**config.mk**
```make
export PLATFORM = sky130hd
export DESIGN_NAME = fetch_ctrl
export DESIGN_NICKNAME = d
export VERILOG_FILES = /design/src/rtl/rv32_pkg.sv /design/src/rtl/fetch_fifo.sv /design/src/rtl/fetch_ctrl.sv
export SDC_FILE = /design/constraint.sdc
export NUM_CORES = 1
export LEC_CHECK = 0
export CORE_MARGIN = 3
export CORE_UTILIZATION = 25
export DETAILED_ROUTE_END_ITERATION = 8
export PLACE_DENSITY = 0.46
export SETUP_SLACK_MARGIN = 0.02
export SYNTH_ARGS = -nofsm -noshare
export SYNTH_HDL_FRONTEND = slang
export SYNTH_HIERARCHICAL = 1
export SYNTH_SLANG_ARGS = --single-unit
```
**constraint.sdc**
```tcl
create_clock -name clk -period 5.63 [get_ports clk]
set_input_delay 0.8445 -clock clk [delete_from_list [all_inputs] [get_ports clk]]
set_output_delay 0.8445 -clock clk [all_outputs]
set_load 0.1 [all_outputs]
```
**src/rtl/rv32_pkg.sv**
```systemverilog
// rtl/rv32_pkg.sv - shared RV32 fetch constants
package rv32_pkg;
  localparam int XLEN = 32;
  localparam int ILEN = 32;
  localparam logic [XLEN-1:0] RESET_PC_DEFAULT = 32'h0000_0000;
  localparam int PC_INC = 4;
endpackage

```
**src/rtl/fetch_fifo.sv**
```systemverilog
// rtl/fetch_fifo.sv - DEPTH-entry circular skid FIFO for fetched {pc, word} pairs
module fetch_fifo #(
  parameter int DEPTH = 2,
  parameter int W = 64,
  localparam int PW = (DEPTH > 1) ? $clog2(DEPTH) : 1,
  localparam int CW = $clog2(DEPTH + 1)
) (
  input  logic          clk,
  input  logic          rst,
  input  logic          push,
  input  logic          pop,
  input  logic          flush,
  input  logic [W-1:0]  data,
  output logic [W-1:0]  head,
  output logic [CW-1:0] count,
  output logic          full,
  output logic          empty
);
  logic [W-1:0]  mem_q [DEPTH];
  logic [W-1:0]  mem_d [DEPTH];
  logic [PW-1:0] wr_ptr_q, wr_ptr_d;
  logic [PW-1:0] rd_ptr_q, rd_ptr_d;
  logic [CW-1:0] count_q, count_d;
  logic          do_push, do_pop;

  function automatic logic [PW-1:0] next_ptr(input logic [PW-1:0] p);
    return (p == PW'(DEPTH - 1)) ? '0 : p + PW'(1);
  endfunction

  assign full    = (count_q == CW'(DEPTH));
  assign empty   = (count_q == '0);
  assign do_push = push & ~full;
  assign do_pop  = pop & ~empty;
  assign head    = mem_q[rd_ptr_q];
  assign count   = count_q;

  always_comb begin
    mem_d    = mem_q;
    wr_ptr_d = wr_ptr_q;
    rd_ptr_d = rd_ptr_q;
    count_d  = count_q;
    if (flush) begin
      wr_ptr_d = '0;
      rd_ptr_d = '0;
      count_d  = '0;
    end else begin
      if (do_push) begin
        mem_d[wr_ptr_q] = data;
        wr_ptr_d        = next_ptr(wr_ptr_q);
      end
      if (do_pop) rd_ptr_d = next_ptr(rd_ptr_q);
      count_d = count_q + CW'(do_push) - CW'(do_pop);
    end
  end

  // Storage is cleared on reset so the head reads zero until the first push.
  always_ff @(posedge clk or posedge rst) begin
    if (rst) begin
      for (int i = 0; i < DEPTH; i++) mem_q[i] <= '0;
      wr_ptr_q <= '0;
      rd_ptr_q <= '0;
      count_q  <= '0;
    end else begin
      for (int i = 0; i < DEPTH; i++) mem_q[i] <= mem_d[i];
      wr_ptr_q <= wr_ptr_d;
      rd_ptr_q <= rd_ptr_d;
      count_q  <= count_d;
    end
  end
endmodule

```
**src/rtl/fetch_ctrl.sv**
```systemverilog
// rtl/fetch_ctrl.sv - instruction-fetch sequencer: PC, in-flight tracking, redirect, skid FIFO
module fetch_ctrl #(
  parameter int XLEN = rv32_pkg::XLEN,
  parameter logic [XLEN-1:0] RESET_PC = rv32_pkg::RESET_PC_DEFAULT,
  parameter int DEPTH = 2
) (
  input  logic            clk,
  input  logic            rst,
  input  logic            fetch_en,
  output logic [XLEN-1:0] imem_addr,
  input  logic [XLEN-1:0] imem_rdata,
  input  logic            redirect_valid,
  input  logic [XLEN-1:0] redirect_pc,
  output logic            inst_valid,
  input  logic            inst_ready,
  output logic [XLEN-1:0] inst_data,
  output logic [XLEN-1:0] inst_pc
);
  import rv32_pkg::*;

  localparam int CW = $clog2(DEPTH + 1);

  logic [XLEN-1:0]   pc_q, pc_d;
  logic              inflight_q, inflight_d;
  logic [XLEN-1:0]   inflight_pc_q, inflight_pc_d;
  logic [XLEN-1:0]   target;
  logic [2*XLEN-1:0] fifo_head;
  logic [CW-1:0]     fifo_count;
  logic              fifo_full, fifo_empty;
  logic              push, pop, issue;
  logic [CW:0]       occupancy;

  assign target     = {redirect_pc[XLEN-1:2], 2'b00};
  assign imem_addr  = redirect_valid ? target : pc_q;
  assign inst_valid = ~fifo_empty & ~redirect_valid;
  assign pop        = inst_valid & inst_ready;
  assign inst_pc    = fifo_head[2*XLEN-1:XLEN];
  assign inst_data  = fifo_head[XLEN-1:0];

  // Slots already promised (buffered + in flight) must leave room for one more word.
  assign occupancy  = {1'b0, fifo_count} + (CW+1)'(inflight_q) - (CW+1)'(pop);
  assign issue      = fetch_en & (occupancy < (CW+1)'(DEPTH));

  always_comb begin
    pc_d          = pc_q;
    inflight_d    = inflight_q;
    inflight_pc_d = inflight_pc_q;
    push          = 1'b0;
    if (redirect_valid) begin
      if (fetch_en) begin
        inflight_d    = 1'b1;
        inflight_pc_d = target;
        pc_d          = target + XLEN'(PC_INC);
      end else begin
        inflight_d    = 1'b0;
        pc_d          = target;
      end
    end else begin
      push       = inflight_q;
      inflight_d = issue;
      if (issue) begin
        inflight_pc_d = pc_q;
        pc_d          = pc_q + XLEN'(PC_INC);
      end
    end
  end

  always_ff @(posedge clk or posedge rst) begin
    if (rst) begin
      pc_q          <= RESET_PC;
      inflight_q    <= 1'b0;
      inflight_pc_q <= '0;
    end else begin
      pc_q          <= pc_d;
      inflight_q    <= inflight_d;
      inflight_pc_q <= inflight_pc_d;
    end
  end

  fetch_fifo #(.DEPTH(DEPTH), .W(2*XLEN)) u_fifo (
    .clk   (clk),
    .rst   (rst),
    .push  (push),
    .pop   (pop),
    .flush (redirect_valid),
    .data  ({inflight_pc_q, imem_rdata}),
    .head  (fifo_head),
    .count (fifo_count),
    .full  (fifo_full),
    .empty (fifo_empty)
  );
endmodule

```
=== Word level (Yosys, flattened, before mapping) ===
Index checks and enable logic that the tools add are counted.

* Register bits: 197
* Latch bits: 0
* Bits in writable memories: 0
* Bits in read-only memories: 0
* Input port bits: 69
* Output and inout port bits: 97
* Word-level logic and storage cells: 62
* Memories: 0

* Add/subtract/negate cells: 8
* Multiply operators: 0
* Div/mod/pow operators: 0
* $lt $le $gt $ge: 4
* Eq/ne operators: 2
* Shifts and indexed selects: 0
* Muxes and demuxes: 23
* Bitwise operators: 10
* Reductions and logical operators: 7

{| class="wikitable"
|+ Operators by type and width
! cell !! count
|-
| 64-bit 2-to-1 mux || 4
|-
| 32-bit 2-to-1 mux || 7
|-
| 128-bit bitwise mux || 1
|-
| 32-bit by 3-bit adder with 32-bit output, second input constant || 2
|-
| 64-bit demux with 1-bit select || 1
|-
| 1-bit 2-to-1 mux || 9
|-
| 2-bit nonzero test || 3
|-
| 1-bit bitwise AND || 5
|-
| 2-bit >= comparator, second input constant || 2
|-
| 1-bit inverter with 2-bit output || 2
|-
| 2-bit AND reduction || 2
|-
| 2-bit by 1-bit adder with 3-bit output || 1
|-
| 3-bit by 2-bit < comparator with 1-bit output, second input constant || 1
|-
| 1-bit inverter || 3
|-
| 3-bit by 1-bit subtractor with 3-bit output || 1
|-
| 1-bit adder, second input constant || 2
|-
| 2-bit by 1-bit adder with 2-bit output || 1
|-
| 2-bit equality test, second input constant || 1
|-
| 2-bit zero test || 1
|-
| 2-bit by 1-bit < comparator with 1-bit output, second input constant || 1
|-
| 2-bit 2-to-1 mux || 1
|-
| 2-bit inequality test, second input constant || 1
|-
| 2-bit by 1-bit subtractor with 2-bit output || 1
|-
| 1-bit logical AND || 1
|}

=== Depth between registers and ports, before layout ===
Gate-level depths: netlist of run 1.

* Depth after elaboration: 9
* Depth in mapped cells: 12
* Depth with buffers taken out: 11

=== By module ===
Netlist of run 1, hierarchy kept.

{| class="wikitable"
|+ Modules (own cells, without submodules)
! module !! instances !! cells an instance !! area an instance (um2) !! seq. area each (um2)
|-
| fetch_fifo || 1 || 366 || 5746.8 || 3303.2
|-
| fetch_ctrl || 1 || 366 || 3880.0 || 1551.5
|}

=== Worst setup path after synthesis of run 1 ===
No wires, ideal clock.

* Path kind: in2reg
* From: input redirect_valid
* To: register inflight_pc_q[30]
* Setup time: 134 ps
* Data arrival time: 4939 ps
* Required time: 5496 ps
* Slack: 557 ps
* Cell stages on the path: 12
* Path buffers: 3
* Cell sequence: buf_1 -> buf_6 -> nor2_1 -> and2_1 -> ha_1 -> nand2b_1 -> fa_1 -> xor2_1 -> nor2_1 -> a21o_1 -> buf_1 -> mux2_2

* Word-level cells in the longest chain between the ends: 8
* Elaborated cells on any way between the ends: 10
* Classes of those cells: 1 x add/sub; 1 x order compare; 1 x eq/ne; 1 x mux; 4 x bitwise; 2 x reduce/logical

{| class="wikitable"
|+ RTL lines
! what !! RTL line !! RTL
|-
| start: declaration || fetch_ctrl.sv:12 || <nowiki>input logic redirect_valid,</nowiki>
|-
| 1-bit inverter (no source line) || - ||
|-
| 1-bit bitwise AND || fetch_ctrl.sv:35 || <nowiki>assign inst_valid = ~fifo_empty & ~redirect_valid;</nowiki>
|-
| net inst_valid || fetch_ctrl.sv:14 || <nowiki>output logic inst_valid,</nowiki>
|-
| 1-bit bitwise AND || fetch_ctrl.sv:36 || <nowiki>assign pop = inst_valid & inst_ready;</nowiki>
|-
| net pop || fetch_ctrl.sv:30 || <nowiki>logic push, pop, issue;</nowiki>
|-
| 3-bit by 1-bit subtractor with 3-bit output || fetch_ctrl.sv:41 || <nowiki>assign occupancy = {1'b0, fifo_count} + (CW+1)'(inflight_q) - (CW+1)'(pop);</nowiki>
|-
| 3-bit by 2-bit < comparator with 1-bit output || fetch_ctrl.sv:42 || <nowiki>assign issue = fetch_en & (occupancy < (CW+1)'(DEPTH));</nowiki>
|-
| 1-bit bitwise AND || fetch_ctrl.sv:42 ||
|-
| 2-bit nonzero test (no source line) || - ||
|-
| 2-bit AND reduction (no source line) || - ||
|-
| end signal: assignment || fetch_ctrl.sv:76 || <nowiki>inflight_pc_q <= inflight_pc_d;</nowiki>
|-
| end: declaration || fetch_ctrl.sv:25 || <nowiki>logic [XLEN-1:0] inflight_pc_q, inflight_pc_d;</nowiki>
|}

The timed path passes the listed nets, and every way through them passes these cells.
A chain may end at the register's enable or synchronous reset.

=== Worst setup path in the final report of run 1 ===
* From: input redirect_valid
* To: output imem_addr[12]

* Word-level cells in the longest chain between the ends: 1

{| class="wikitable"
|+ RTL lines
! what !! RTL line !! RTL
|-
| 32-bit 2-to-1 mux || fetch_ctrl.sv:34 || <nowiki>assign imem_addr = redirect_valid ? target : pc_q;</nowiki>
|-
| end: declaration || fetch_ctrl.sv:10 || <nowiki>output logic [XLEN-1:0] imem_addr,</nowiki>
|}

Every way passes these cells.

==> results of run 1 <==
[report_power, final]
group          internal, W  switching, W  total, W  leakage [nW]
clock             0.000748      0.000561   0.00131         0.295
combinational      0.00119       0.00255   0.00374          2.36
sequential         0.00197      0.000329   0.00230          2.36
total              0.00392       0.00344   0.00736          5.01
[synthesized netlist by cell type]
cell type,instances
mux2_2,247
dfrtp_1,194
xor2_1,38
nand2_1,26
xnor2_1,23
nand3_1,22
nand4_1,21
mux2i_1,20
nor2_1,17
inv_1,13
nor3_1,12
o21ai_0,11
clkbuf_1,10
buf_6,9
and3_1,8
buf_2,8
nor4_1,7
buf_1,6
ha_1,5
a21oi_1,4
mux2_1,4
and4_1,3
or3_1,3
and2_1,2
buf_4,2
nor2b_1,2
nor4_2,2
nor4_4,2
a21o_1,1
conb_1,1
fa_1,1
nand2b_1,1
nand2b_2,1
nand3_2,1
nand4_4,1
nand4b_1,1
nor4b_1,1
o21a_1,1
or4_4,1
[layer usage]
layer	routed length, um	vias to the layer above
li1	-	2927
met1	11500	3128
met2	11600	109
met3	1260	13
met4	235	2
met5	7	-
[worst max-delay path, cell delays in order]
cell and delay, ns:
buf_4 0.41, buf_4 0.54, mux2_2 0.30, clkdlybuf4s50_1 1.18
[path summary, 6_finish.rpt]
kind                            cells after the start                end               from  slack, ns
worst max-delay path                                4      imem_addr[12]     redirect_valid       1.47
worst min-delay path                                1  u_fifo/mem_q[112]  u_fifo/mem_q[112]       0.49
worst max register to register                     11  inflight_pc_q[29]    u_fifo/count[1]       2.04
worst min register to register                      1  u_fifo/mem_q[112]  u_fifo/mem_q[112]       0.49
max in group asynchronous                           3  u_fifo/mem_q[103]                rst       3.51
min in group asynchronous                           2           pc_q[21]                rst       0.94
[registers in the layout, indices dropped and copies added, names as in the netlist]
name,flops
inflight_pc_q,31
u_fifo/rd_ptr_q,1
u_fifo/wr_ptr_q,1
u_fifo/count,2
pc_q,30
u_fifo/mem_q,128
inflight_q,1
[cells by family after synthesis]
| logic type | count (synthesis) | synth area share, % |
|---|---|---|
| mux | 271 | 31.4 |
| flops | 194 | 50.4 |
| simple gates | 134 | 7.99 |
| xor+xnor | 61 | 5.55 |
| buf+inv | 48 | 2.76 |
| compound gates | 17 | 0.936 |
| fa+ha+maj | 6 | 0.858 |
| other cells | 1 | 0.0390 |
[area by class of cell]
type / count / area (sq um)
Clock buffer: 20 / 437
Clock inverter: 12 / 180
Fill cell: 3867 / 25500
Inverter: 13 / 53.8
Multi-Input combinational cell: 491 / 4510
Sequential cell: 194 / 4860
Tap cell: 511 / 639
Timing Repair Buffer: 172 / 1690
[metrics by stage]
step | cells | instance area (sq um)
final | 1413 | 12400
after global routing | 1413 | 12400
after CTS | 1413 | 12400
after detailed placement | 1381 | 11800
after global placement | 1381 | 11800
after floorplan | 733 | 9630
==> impl_metrics.yaml, run 1 <==
clocking:
  post_cts_buffers: 0
  insertion_delay_ns: 0.43
  clk_path_buf_depth: 2
  root_buffer: "clkbuf_16"
  htreeDepth: 4
  path_clk_slew_ns: 0.08
  post_cts_resized: 0
  cts_tree: "done"
  cts_buffers: 17
  cts.sinks: 194
  cts_hold_buf: 0
sta:
  timing_hold_violations_final: 0
  period_minus_slack_ns: 4.16
  finClkSkew_ns: 0.0121
  drv_slew: 0
  rsz0062_at_grt: "false"
  timing.final.crit_share_pct: 73.9
  worst_pin_slew_ns: 1.12
  clock.fmax_ghz: 0.240
  hold_slack_ns: 0.490
  layout_setup_ws_ns: 1.47
  tns_ns: 0
  finalSetupViolations: 0
  relSlewSlack_pct: 25.4
synth:
  postSynthCellCount: 732
  syn-mean-instance-area_sq_um: 13.2
  yosysSeqAreaShare_pct: 50.4
  yosys-top-cells-area: "dfrtp_1 (50%), mux2_2 (29%), xor2_1 (3.5%)"
  synth_top_area_share_pct: 50.4
  ys_ff_latch: 194
  yosys_warnings: 6
  syn_area_sq_um: 9630
  synth_cell_types: 39
  yosys.area.top_type: "dfrtp_1"
route:
  avgViaCountPerCell: 4.37
  drt_wl_total_mm: 24.5
  drt_iter0_drc: 193
  num_vias: 6179
  ant_nets: 0
  wire_per_inst_um: 17.4
  dr.pass1.iters: 4
  drcViolationCount: 0
global_routing:
  grtUsageTotal_pct: 12.2
  met2_usage_pct: 19.9
  antenna_found_initial: 1
  busiest_layer: "met2"
  use_met1_pct: 16.2
  grt_pass1_vias: 6629
  grt_max_degree: 99
  grt_pass1_wl_mm: 39.3
  use_met3_pct: 3.74
  grt_remaining_overflow: 0
floorplanning:
  die_area_sq_um: 40900
  rows: 71
  fp.dieW_um: 202
  die_h_um: 202
  ios: 166
  coreArea_sq_um: 37800
  start_util_pct: 25.4
outcome:
  status: "complete, no violations"
layout:
  antenna_cells: 0
  layout_common_cells: "mux2_2 (247), dfrtp_1 (193), clkdlybuf4s50_1 (160)"
  syn2layout_area_growth_pct: 28.5
  final_core_util_pct: 32.7
  drive_above_1_share_pct: 33.1
  nets: 964
  final_common_cell: "mux2_2"
pwr:
  cellPowerDensity_nw_per_um2: 595
  power_leakage_nw: 5.01
  p_total_w: 0.00736
  peakVddDrop_uv: 378
critical_path:
  required_ns: 4.79
  arrival_ns: 3.32
  end_kind: "output pin"
  critPathLaunchType: "primary input"
  cp_max_fo: 48
  worstSetupPathType: "in -> out"
hold_path:
  min_path_type: "reg -> reg"
place:
  gp_congestion: 0.733
  portBuffers: 161
  place_ws_ns: 1.21
  dpl.hpwl_mm: 16.8
job:
  maxCapViolations: 0
(Power assumes the default switching activity.)
==> run 2: changes to the inputs <==
--- a/config.mk
+++ b/config.mk
@@ -8,7 +8,7 @@
 export CORE_MARGIN = 3
 export CORE_UTILIZATION = 25
 export DETAILED_ROUTE_END_ITERATION = 8
-export PLACE_DENSITY = 0.46
+export PLACE_DENSITY = 0.47
 export SETUP_SLACK_MARGIN = 0.02
 export SYNTH_ARGS = -nofsm -noshare
 export SYNTH_HDL_FRONTEND = slang
==> constraint.sdc (replaced) <==
create_clock -name clk -period 3.4 [get_ports clk]
set_input_delay 0.51 -clock clk [delete_from_list [all_inputs] [get_ports clk]]
set_output_delay 0.51 -clock clk [all_outputs]
set_load 0.1 [all_outputs]
==> impl_metrics.yaml, run 2 (synthesized netlist as in run 1, its figures left out) <==
outcome:
  status: "complete, no violations"
sta:
  relSlewSlack_pct: 45.6
  period_minus_slack_ns: 2.98
  tns_ns: 0
  timing_hold_violations_final: 0
  drv_slew: 0
  rsz0062_at_grt: "false"
  finClkSkew_ns: 0.00835
  finalSetupViolations: 0
  worst_pin_slew_ns: 0.809
  timing.final.crit_share_pct: 87.6
  hold_slack_ns: 0.485
  clock.fmax_ghz: 0.336
route:
  ant_nets: 0
  avgViaCountPerCell: 4.38
  num_vias: 6269
  drt_iter0_drc: 186
  drcViolationCount: 0
  drt_wl_total_mm: 24.9
  dr.pass1.iters: 4
  wire_per_inst_um: 17.4
layout:
  regMostFlops: "u_fifo/mem_q"
  largestRegisters: "u_fifo/mem_q: 128 flops, inflight_pc_q: 31 flops, pc_q: 30 flops"
  drive_above_1_share_pct: 46.0
  fillCellCount: 3879
  final_core_util_pct: 32.9
  final_common_cell: "mux2_2"
  syn2layout_area_growth_pct: 29.4
  design_area_sq_um: 12500
  nets: 982
  largest_reg_flops: 128
  layout_common_cells: "mux2_2 (230), dfrtp_1 (193), buf_4 (118)"
  antenna_cells: 0
floorplanning:
  ios: 166
  fp.dieW_um: 202
  die_h_um: 202
  die_area_sq_um: 40900
  rows: 71
  coreArea_sq_um: 37800
  start_util_pct: 25.4
job:
  maxCapViolations: 0
clocking:
  insertion_delay_ns: 0.44
  cts.sinks: 194
  root_buffer: "clkbuf_16"
  post_cts_buffers: 0
  cts_hold_buf: 0
  htreeDepth: 4
  post_cts_resized: 0
  cts_tree: "done"
  cts_buffers: 17
  clk_path_buf_depth: 2
  path_clk_slew_ns: 0.08
pwr:
  cellPowerDensity_nw_per_um2: 976
  peakVddDrop_uv: 714
  power_leakage_nw: 5.32
  p_total_w: 0.0122
hold_path:
  min_path_type: "reg -> reg"
  hold_depth: 1
global_routing:
  grt_max_degree: 75
  grt_remaining_overflow: 0
  grt_pass1_vias: 6705
  grt_pass1_wl_mm: 40.0
  antenna_found_initial: 1
  grtUsageTotal_pct: 12.5
place:
  gp_congestion: 0.726
  portBuffers: 161
  dpl.hpwl_mm: 17.2
  placedInstanceArea_sq_um: 11900
critical_path:
  arrival_ns: 3.27
  worstSetupPathType: "reg -> reg"
  critPathLaunchType: "register"
  end_kind: "register"
  cp_max_fo: 5
  rrSetupSlack_ns: 0.42
  reg2regPathDepth: 12
  required_ns: 3.70
## run 2: cell count changes in the layout (fill, tap and decap cells not counted), sizes merged
cell and delta:
buf +113, bufinv -2, clkdlybuf4s50 -95, inv +2
## run 2: power by group
group          internal, W  leakage [nW]  total (W)  switching (W)
Clock              0.00112         0.288    0.00209       0.000966
Sequential         0.00327          2.36    0.00380       0.000535
Combinational      0.00197          2.66    0.00626        0.00429
Total              0.00636          5.32     0.0122        0.00579
## run 2: cell type report
type                       instances  area (sq um)  share of cell area [%]
clock buffer                      20           447                    3.59
timing repair buffer             190          1680                    13.5
clock inverter                    12           145                    1.17
sequential                       194          4860                    39.0
multi-input combinational        491          4640                    37.2
inverter                          13          52.6                   0.422
tap                              511           639                    5.13
## run 2: worst max-delay path, stage by stage (launching register included)
cell      delay (ns)
dfrtp_1         0.43
nor2_1          0.18
nor2_4          0.07
and2_4          0.15
ha_4            0.20
nand2b_4        0.13
fa_2            0.55
nand3_1         0.15
nor4_1          0.36
buf_4           0.22
nand3_1         0.10
xnor2_1         0.19
mux2i_1         0.09
## run 2: stage by stage
step                      cells  setup WS [ns]
final                      1431          0.423
after global routing       1431          0.177
after global placement     1399          0.146
after floorplan             733         -0.107
after CTS                  1431          0.408
after detailed placement   1399          0.123
## run 2: worst paths after layout
kind                              startpoint                end
setup / recovery             u_fifo/count[0]           pc_q[30]
hold / removal             u_fifo/mem_q[114]  u_fifo/mem_q[114]
setup reg to reg             u_fifo/count[0]           pc_q[30]
hold reg to reg            u_fifo/mem_q[114]  u_fifo/mem_q[114]
max in group asynchronous                rst  u_fifo/mem_q[118]
min in group asynchronous                rst  inflight_pc_q[31]
## run 2: routing by layer
layer	GRT usage [%]	wire length, um	vias to the layer above
met3	3.61	1310	14
met4	3.34	296	2
met5	0	13	-
met2	19.8	11500	113
li1	-	-	2967
met1	16.8	11800	3173
